## src/rtl/load_store_unit.sv

```systemverilog
// load_store_unit: RV32I memory stage doing byte/half/word accesses over a req/gnt/rvalid bus
module load_store_unit #(
  parameter int ADDR_WIDTH     = 32,
  parameter bit MISALIGN_CHECK = 1'b1
) (
  input  logic                  clk,
  input  logic                  rst_n,
  input  logic                  ex_valid,
  output logic                  ex_ready,
  input  logic                  MemRead,
  input  logic                  MemWrite,
  input  logic [2:0]            Funct3,
  input  logic [ADDR_WIDTH-1:0] Address,
  input  logic [31:0]           StoreData,
  input  logic [4:0]            Rd,
  output logic                  mem_req,
  output logic                  mem_we,
  output logic [ADDR_WIDTH-1:0] mem_addr,
  output logic [31:0]           mem_wdata,
  output logic [3:0]            mem_wstrb,
  input  logic                  mem_gnt,
  input  logic                  mem_rvalid,
  input  logic [31:0]           mem_rdata,
  output logic                  wb_valid,
  output logic                  wb_we,
  output logic [4:0]            wb_rd,
  output logic [31:0]           wb_data,
  output logic                  misaligned
);
  localparam logic [2:0] IDLE = 3'd0;
  localparam logic [2:0] REQ  = 3'd1;
  localparam logic [2:0] WAIT = 3'd2;
  localparam logic [2:0] DONE = 3'd3;
  localparam logic [2:0] ERR  = 3'd4;
  logic [2:0]            state;
  logic [ADDR_WIDTH-1:0] addr_q;
  logic [2:0]            f3_q;
  logic [4:0]            rd_q;
  logic [31:0]           sd_q;
  logic                  we_q;
  logic                  in_h, in_w, in_mis, accept;
  logic [1:0]            in_lo;
  logic                  q_h, q_w;
  logic [1:0]            o;
  logic [31:0]           sh_b, sh_h, ld_val;
  assign accept   = ex_valid & (MemRead | MemWrite);
  assign in_w     = Funct3[1];
  assign in_h     = ~Funct3[1] & Funct3[0];
  assign in_mis   = (in_h & Address[0]) | (in_w & (Address[1:0] != 2'b00));
  assign in_lo    = in_w ? 2'b00 : in_h ? {Address[1], 1'b0} : Address[1:0];
  assign q_w      = f3_q[1];
  assign q_h      = ~f3_q[1] & f3_q[0];
  assign o        = addr_q[1:0];
  assign sh_b     = mem_rdata >> {o, 3'b000};
  assign sh_h     = mem_rdata >> {o[1], 4'b0000};
  assign ld_val   = q_w ? mem_rdata
                  : q_h ? {{16{~f3_q[2] & sh_h[15]}}, sh_h[15:0]}
                  : {{24{~f3_q[2] & sh_b[7]}}, sh_b[7:0]};
  assign ex_ready   = state == IDLE;
  assign mem_req    = state == REQ;
  assign mem_we     = mem_req & we_q;
  assign mem_addr   = {addr_q[ADDR_WIDTH-1:2], 2'b00};
  assign mem_wdata  = q_w ? sd_q : q_h ? {2{sd_q[15:0]}} : {4{sd_q[7:0]}};
  assign mem_wstrb  = ~mem_we ? 4'b0000 : q_w ? 4'b1111 : q_h ? 4'b0011 << o : 4'b0001 << o;
  assign wb_valid   = state == DONE;
  assign wb_we      = wb_valid & ~we_q;
  assign wb_rd      = rd_q;
  assign misaligned = state == ERR;
  always_ff @(posedge clk or negedge rst_n) begin
    if (!rst_n) begin
      state   <= IDLE;
      addr_q  <= '0;
      f3_q    <= '0;
      rd_q    <= '0;
      sd_q    <= '0;
      we_q    <= 1'b0;
      wb_data <= '0;
    end else begin
      case (state)
        IDLE: if (accept) begin
          addr_q <= MISALIGN_CHECK ? Address : {Address[ADDR_WIDTH-1:2], in_lo};
          f3_q   <= Funct3;
          rd_q   <= Rd;
          sd_q   <= StoreData;
          we_q   <= MemWrite;
          state  <= (MISALIGN_CHECK && in_mis) ? ERR : REQ;
        end
        REQ:  if (mem_gnt) state <= we_q ? DONE : WAIT;
        WAIT: if (mem_rvalid) begin
          wb_data <= ld_val;
          state   <= DONE;
        end
        default: state <= IDLE;
      endcase
    end
  end
endmodule

```

## config.mk

```make
export PLATFORM = sky130hd
export DESIGN_NAME = load_store_unit
export DESIGN_NICKNAME = d
export VERILOG_FILES = /design/src/rtl/load_store_unit.sv
export SDC_FILE = /design/constraint.sdc
export NUM_CORES = 1
export LEC_CHECK = 0
export CAP_MARGIN = 20
export CORE_MARGIN = 2
export CORE_UTILIZATION = 45
export CTS_BUF_LIST = sky130_fd_sc_hd__clkbuf_4 sky130_fd_sc_hd__clkbuf_8
export CTS_CLUSTER_SIZE = 28
export DETAILED_ROUTE_END_ITERATION = 8
export PLACE_DENSITY_LB_ADDON = 0.25
export SKIP_CTS_REPAIR_TIMING = 1
export SLEW_MARGIN = 40
export SYNTH_ARGS = -nofsm -noshare
export SYNTH_HDL_FRONTEND = slang
export SYNTH_SLANG_ARGS = --single-unit
```

## constraint.sdc

```tcl
create_clock -name clk -period 2.35 [get_ports clk]
set_input_delay 0.47 -clock clk [delete_from_list [all_inputs] [get_ports clk]]
set_output_delay 0.47 -clock clk [all_outputs]
set_load 0.02 [all_outputs]
```

# Word level (Yosys, flattened, before mapping)
# Cells that the tools add are included.
# totals
register_bits	108
inputBits	111
output_inout_bits	111
elab_cells	51
# classes
n_eq_ne	7
shifts	4
n_mux	13
bitwise	15
reduce_logical	5
# op_table
cell	count
two-way mux 32 bit	4
right shift 32 x 5 -> 16 bit	1
right shift 32 x 5 -> 8 bit	1
two-way mux 3 bit	4
two-way mux 4 bit	3
bitwise AND 1 bit	9
case mux 3 bit (3 select lines)	1
== test 3 x 2 -> 1 bit (second input constant)	2
inequality test 2 x 1 -> 1 bit (second input constant)	2
NOT 1 bit	4
AND reduction 2 bit	2
left shift 1 x 2 -> 4 bit (first input constant)	1
left shift 2 x 2 -> 4 bit (first input constant)	1
== test 3 x 1 -> 1 bit (second input constant)	1
== test 3 bit (second input constant)	1
logical NOT 3 bit	1
AND reduction 3 bit	1
inequality test 2 bit (second input constant)	1
bitwise OR 1 bit	2
nonzero test 2 bit	1
two-way mux 1 bit	1

# Logic depth before layout (Yosys ltp)
# logic_depth
depth_word	7
depth_mapped	7
mapped_depth_nobuf	4

# Worst setup path before layout
# OpenSTA, ideal clock, no wires.
# synth_timing
kind	register -> output
startpoint	register state[1]
endpoint	output port mem_wstrb[2]
t_arrival_ns	2.144
required_ns	1.880
slack_ns	-0.264
stages_incl_launch_ff	5
path_buffers	1
path_cell_list	dfrtp_1 buf_2 nor3b_1 and2_0 a21boi_0
# synth_via
elab_chain_len	3
# synth_lines
item	line	source
from (decl)	35	logic [2:0] state;
from (signal assigned)	86	state <= (MISALIGN_CHECK && in_mis) ? ERR : REQ;
from (signal assigned)	88	REQ: if (mem_gnt) state <= we_q ? DONE : WAIT;
== test 3 x 1 -> 1 bit	60	assign mem_req = state == REQ;
named net mem_req	16	output logic mem_req,
bitwise AND 1 bit	61	assign mem_we = mem_req & we_q;
named net mem_we	17	output logic mem_we,
two-way mux 4 bit	64	assign mem_wstrb = ~mem_we ? 4'b0000 : q_w ? 4'b1111 : q_h ? 4'b0011 << o : 4'b0001 << o;
to (decl)	20	output logic [3:0] mem_wstrb,
# The timed path passes the listed nets, and every way through them passes these cells.

# Final worst setup path
# layout_timing
startpoint	register f3_q[1]
endpoint	output port mem_wdata[21]
# layout_via
elab_chain_len	1
# layout_lines
item	line	source
from (decl)	37	logic [2:0] f3_q;
from (signal assigned)	82	f3_q <= Funct3;
two-way mux 32 bit	63	assign mem_wdata = q_w ? sd_q : q_h ? {2{sd_q[15:0]}} : {4{sd_q[7:0]}};
to (decl)	19	output logic [31:0] mem_wdata,
# No other way between the ends.

==> results.py <==
metrics = {
    "status": {
        "status": "finished with violations",
        "violations": "negative setup slack",
    },
    "placed_design": {
        "gpl.final_weighted_congestion": 0.8760,
        "io_buffers": 219,
        "dp_hpwl_um": 10380,
        "pre_cts_slack_ns": 0.01292,
    },
    "route": {
        "drt_first_iter_violations": 304,
        "detail_route.wirelength_um": 14210,
        "vias": 4378,
        "dr.pass1.iters": 6,
        "ant_nets": 0,
        "route.detailed.vias_per_inst": 5.339,
        "avgRoutedWirePerCell_um": 17.32,
        "remaining_drc_errors": 0,
    },
    "clocking": {
        "clk-insertion-delay-late_ns": 0.38,
        "tritoncts.num_buffers": 9,
        "cts.htree.levels": 3,
        "clock_pin_slew_reported_for_the_worst_setup_and_hold_paths_after_clock_tree_synthesis_ns": 0.10,
        "clk_path_buf_depth": 2,
        "tritoncts": "yes",
        "cts.sinks": 108,
        "clockRootBuffer": "sky130_fd_sc_hd__clkbuf_8",
    },
    "power": {
        "p_int_mw": 6.598,
        "clock_power_share": 0.105,
        "leakagePower_nw": 3.510,
        "switching_share": 0.4005,
        "finalPower_mw": 11.01,
        "p_per_area_nw_per_um2": 1412,
        "switchingPower_mw": 4.408,
        "power_frac_seq": 0.304,
        "ir_drop_uv": 836.2,
        "comb_power_share": 0.592,
    },
    "sta": {
        "max_freq_mhz": 408.8,
        "period_share": 1.041,
        "worst_pin_slew_ns": 0.7884,
        "timing.clock.skew_ns": 0.01347,
        "setup_slack_ns": -0.09590,
        "setup_viol": 7,
        "timing_hold_violations_final": 0,
        "slew_violations": 0,
        "max_slew_margin": 0.4744,
        "fin_crit_ns": 2.446,
        "rsz0062_at_grt": "true",
    },
    "global_routing": {
        "grt_util_all_layers": 0.2196,
        "grt_antenna_before_repair": 0,
        "grt_overflow": 0,
        "grt_start_max_net_pins": 52,
        "first_global_vias": 4441,
        "first_pass_grt_wire_length_um": 22310,
    },
    "yosys": {
        "synth_cell_type_count": 39,
        "share_of_yosys_cell_area_claimed_by_the_top_area_cell_type": 0.5003,
        "ys_top_cells_by_area": "sky130_fd_sc_hd__dfrtp_1, sky130_fd_sc_hd__mux2_2, sky130_fd_sc_hd__buf_4, sky130_fd_sc_hd__nand3_1, sky130_fd_sc_hd__mux2i_1",
        "synth_warnings": 0,
        "synthesis.instances": 489,
        "synth_area_leader_cell": "sky130_fd_sc_hd__dfrtp_1",
        "async_flop_share": 1.000,
        "synth-main-ff-cell": "sky130_fd_sc_hd__dfrtp_1",
        "synth-seq-area-share": 0.5003,
        "synth.ff_latch_count": 108,
        "synthesis.area_per_instance_um2": 11.05,
        "synth_edf_count": 0,
        "mappedNetlistArea_um2": 5401,
    },
    "floorplan": {
        "core-area_um2": 11860,
        "top_level_ports": 222,
        "die_height_um": 113.6,
        "floorplan_die_area_um2": 12900,
        "initial_core_utilization": 0.4554,
        "num_rows": 40,
        "die_x_um": 113.6,
    },
    "worst_setup_path": {
        "worst-setup-path-type": "flop to output port",
        "crit-reg2reg-launch": "addr_q[1]",
        "worstPathRequired_ns": 1.88,
        "critPathMaxFanout": 38,
        "arrival_ns": 1.98,
        "r2r.worst_path.cells": 4,
        "critical_path.endpoint_type": "output port",
        "ff2ff_setup_slack_ns": 0.23,
        "crit_path_start_kind": "flop",
        "setup.worst_path.start": "f3_q[1]",
        "endpoint_of_the_most_critical_register_to_register_path": "wb_data[31]",
    },
    "finish": {
        "final_net_count": 779,
        "syn2layout_area_growth_pct": 44.34,
        "layout_commonest_cell": "sky130_fd_sc_hd__clkdlybuf4s50_1",
        "final_cell_mix": "sky130_fd_sc_hd__clkdlybuf4s50_1, sky130_fd_sc_hd__dfrtp_1, sky130_fd_sc_hd__mux2_2",
        "drive_above_1_share": 0.1875,
        "postLayoutCoreUtil": 0.6573,
    },
    "min_path": {
        "worstHoldPathType": "input pin to async pin",
    },
    "job": {
        "max-cap-violations": 0,
    },
}
## cell usage after synthesis (2+ instances only)
| cell type | number |
|---|---|
| sky130_fd_sc_hd__a21boi_0 | 3 |
| sky130_fd_sc_hd__a21oi_1 | 23 |
| sky130_fd_sc_hd__a221oi_1 | 8 |
| sky130_fd_sc_hd__a22o_1 | 7 |
| sky130_fd_sc_hd__buf_2 | 18 |
| sky130_fd_sc_hd__buf_4 | 41 |
| sky130_fd_sc_hd__clkbuf_1 | 14 |
| sky130_fd_sc_hd__dfrtp_1 | 108 |
| sky130_fd_sc_hd__inv_1 | 5 |
| sky130_fd_sc_hd__mux2_1 | 4 |
| sky130_fd_sc_hd__mux2_2 | 81 |
| sky130_fd_sc_hd__mux2i_1 | 15 |
| sky130_fd_sc_hd__mux4_2 | 2 |
| sky130_fd_sc_hd__nand2_1 | 39 |
| sky130_fd_sc_hd__nand2b_1 | 2 |
| sky130_fd_sc_hd__nand3_1 | 35 |
| sky130_fd_sc_hd__nor2_1 | 27 |
| sky130_fd_sc_hd__nor2b_1 | 5 |
| sky130_fd_sc_hd__nor3_1 | 6 |
| sky130_fd_sc_hd__nor3b_1 | 3 |
| sky130_fd_sc_hd__o21a_1 | 2 |
| sky130_fd_sc_hd__o21ai_0 | 24 |
## sequential cells by signal, summed over array words and instances, names as in the netlist
signal,count
addr_q,32
sd_q,32
wb_data,32
wb_rd,5
f3_q,3
state,3
we_q,1
## per-stage QoR
step	hold slack (ns)	area [um^2]	setup TNS, ns	instances
finish	0.07461	7796	-0.5556	820
detailed placement	0.4760	7531	0	804
global placement	0.4689	7531	0	804
CTS	0.08108	7726	-4.069	819
global route	0.1180	7794	-0.8939	819
floorplan	0.1744	5410	0	490
## worst max-delay path, cell delays in order (launching register included)
cell,delay [ns]
sky130_fd_sc_hd__dfrtp_2,0.41
sky130_fd_sc_hd__buf_8,0.25
sky130_fd_sc_hd__mux2_2,0.36
sky130_fd_sc_hd__clkdlybuf4s50_1,0.55
## cell type report
type | count | area, um^2
Timing Repair Buffer | 241 | 2460
Clock inverter | 2 | 35.03
Tap cell | 147 | 183.9
Inverter | 5 | 18.77
Sequential cell | 108 | 2704
Antenna cell | 1 | 2.502
Clock buffer | 13 | 160.2
Multi-Input combinational cell | 303 | 2232
Fill cell | 929 | 4065
## per-layer routing
metal | routed length, um | vias up | GRT usage
met5 | 0 | - | 0
met4 | 327 | 0 | 0.1000
met3 | 1288 | 25 | 0.07333
met2 | 6786 | 191 | 0.3513
met1 | 5803 | 2131 | 0.2713
li1 | - | 2031 | -
## power groups by stage
stage	sequential [mW]	clock [mW]	combinational (mW)
floorplan	3.57	0	3.86
global placement	3.33	0	6.49
detailed placement	3.38	0	6.57
CTS	3.35	1.19	6.61
global route	3.47	1.25	6.94
finish	3.34	1.15	6.51
## kinds of logic (layout without fill, tap and decap cells)
group | Yosys count | count (layout) | share of synthesized area
and+or+nand+nor | 125 | 125 | 0.1098
DFF | 108 | 108 | 0.5003
muxes | 102 | 102 | 0.2133
buffers and inverters | 79 | 261 | 0.08895
AOI/OAI and AO/OA | 74 | 74 | 0.08687
other | 1 | 3 | 0.0006943
## worst max path at each step
stage	end	slack, ns	cells past startpoint
floorplan	mem_wstrb[2]	0.11	4
global route	mem_wdata[17]	-0.14	3
finish	mem_wdata[21]	-0.1	3
global placement	addr_q[9]	0.10	5
detailed placement	addr_q[10]	0.01	5
CTS	mem_wstrb[3]	-0.29	4
Power figures use the tool's default switching activity.
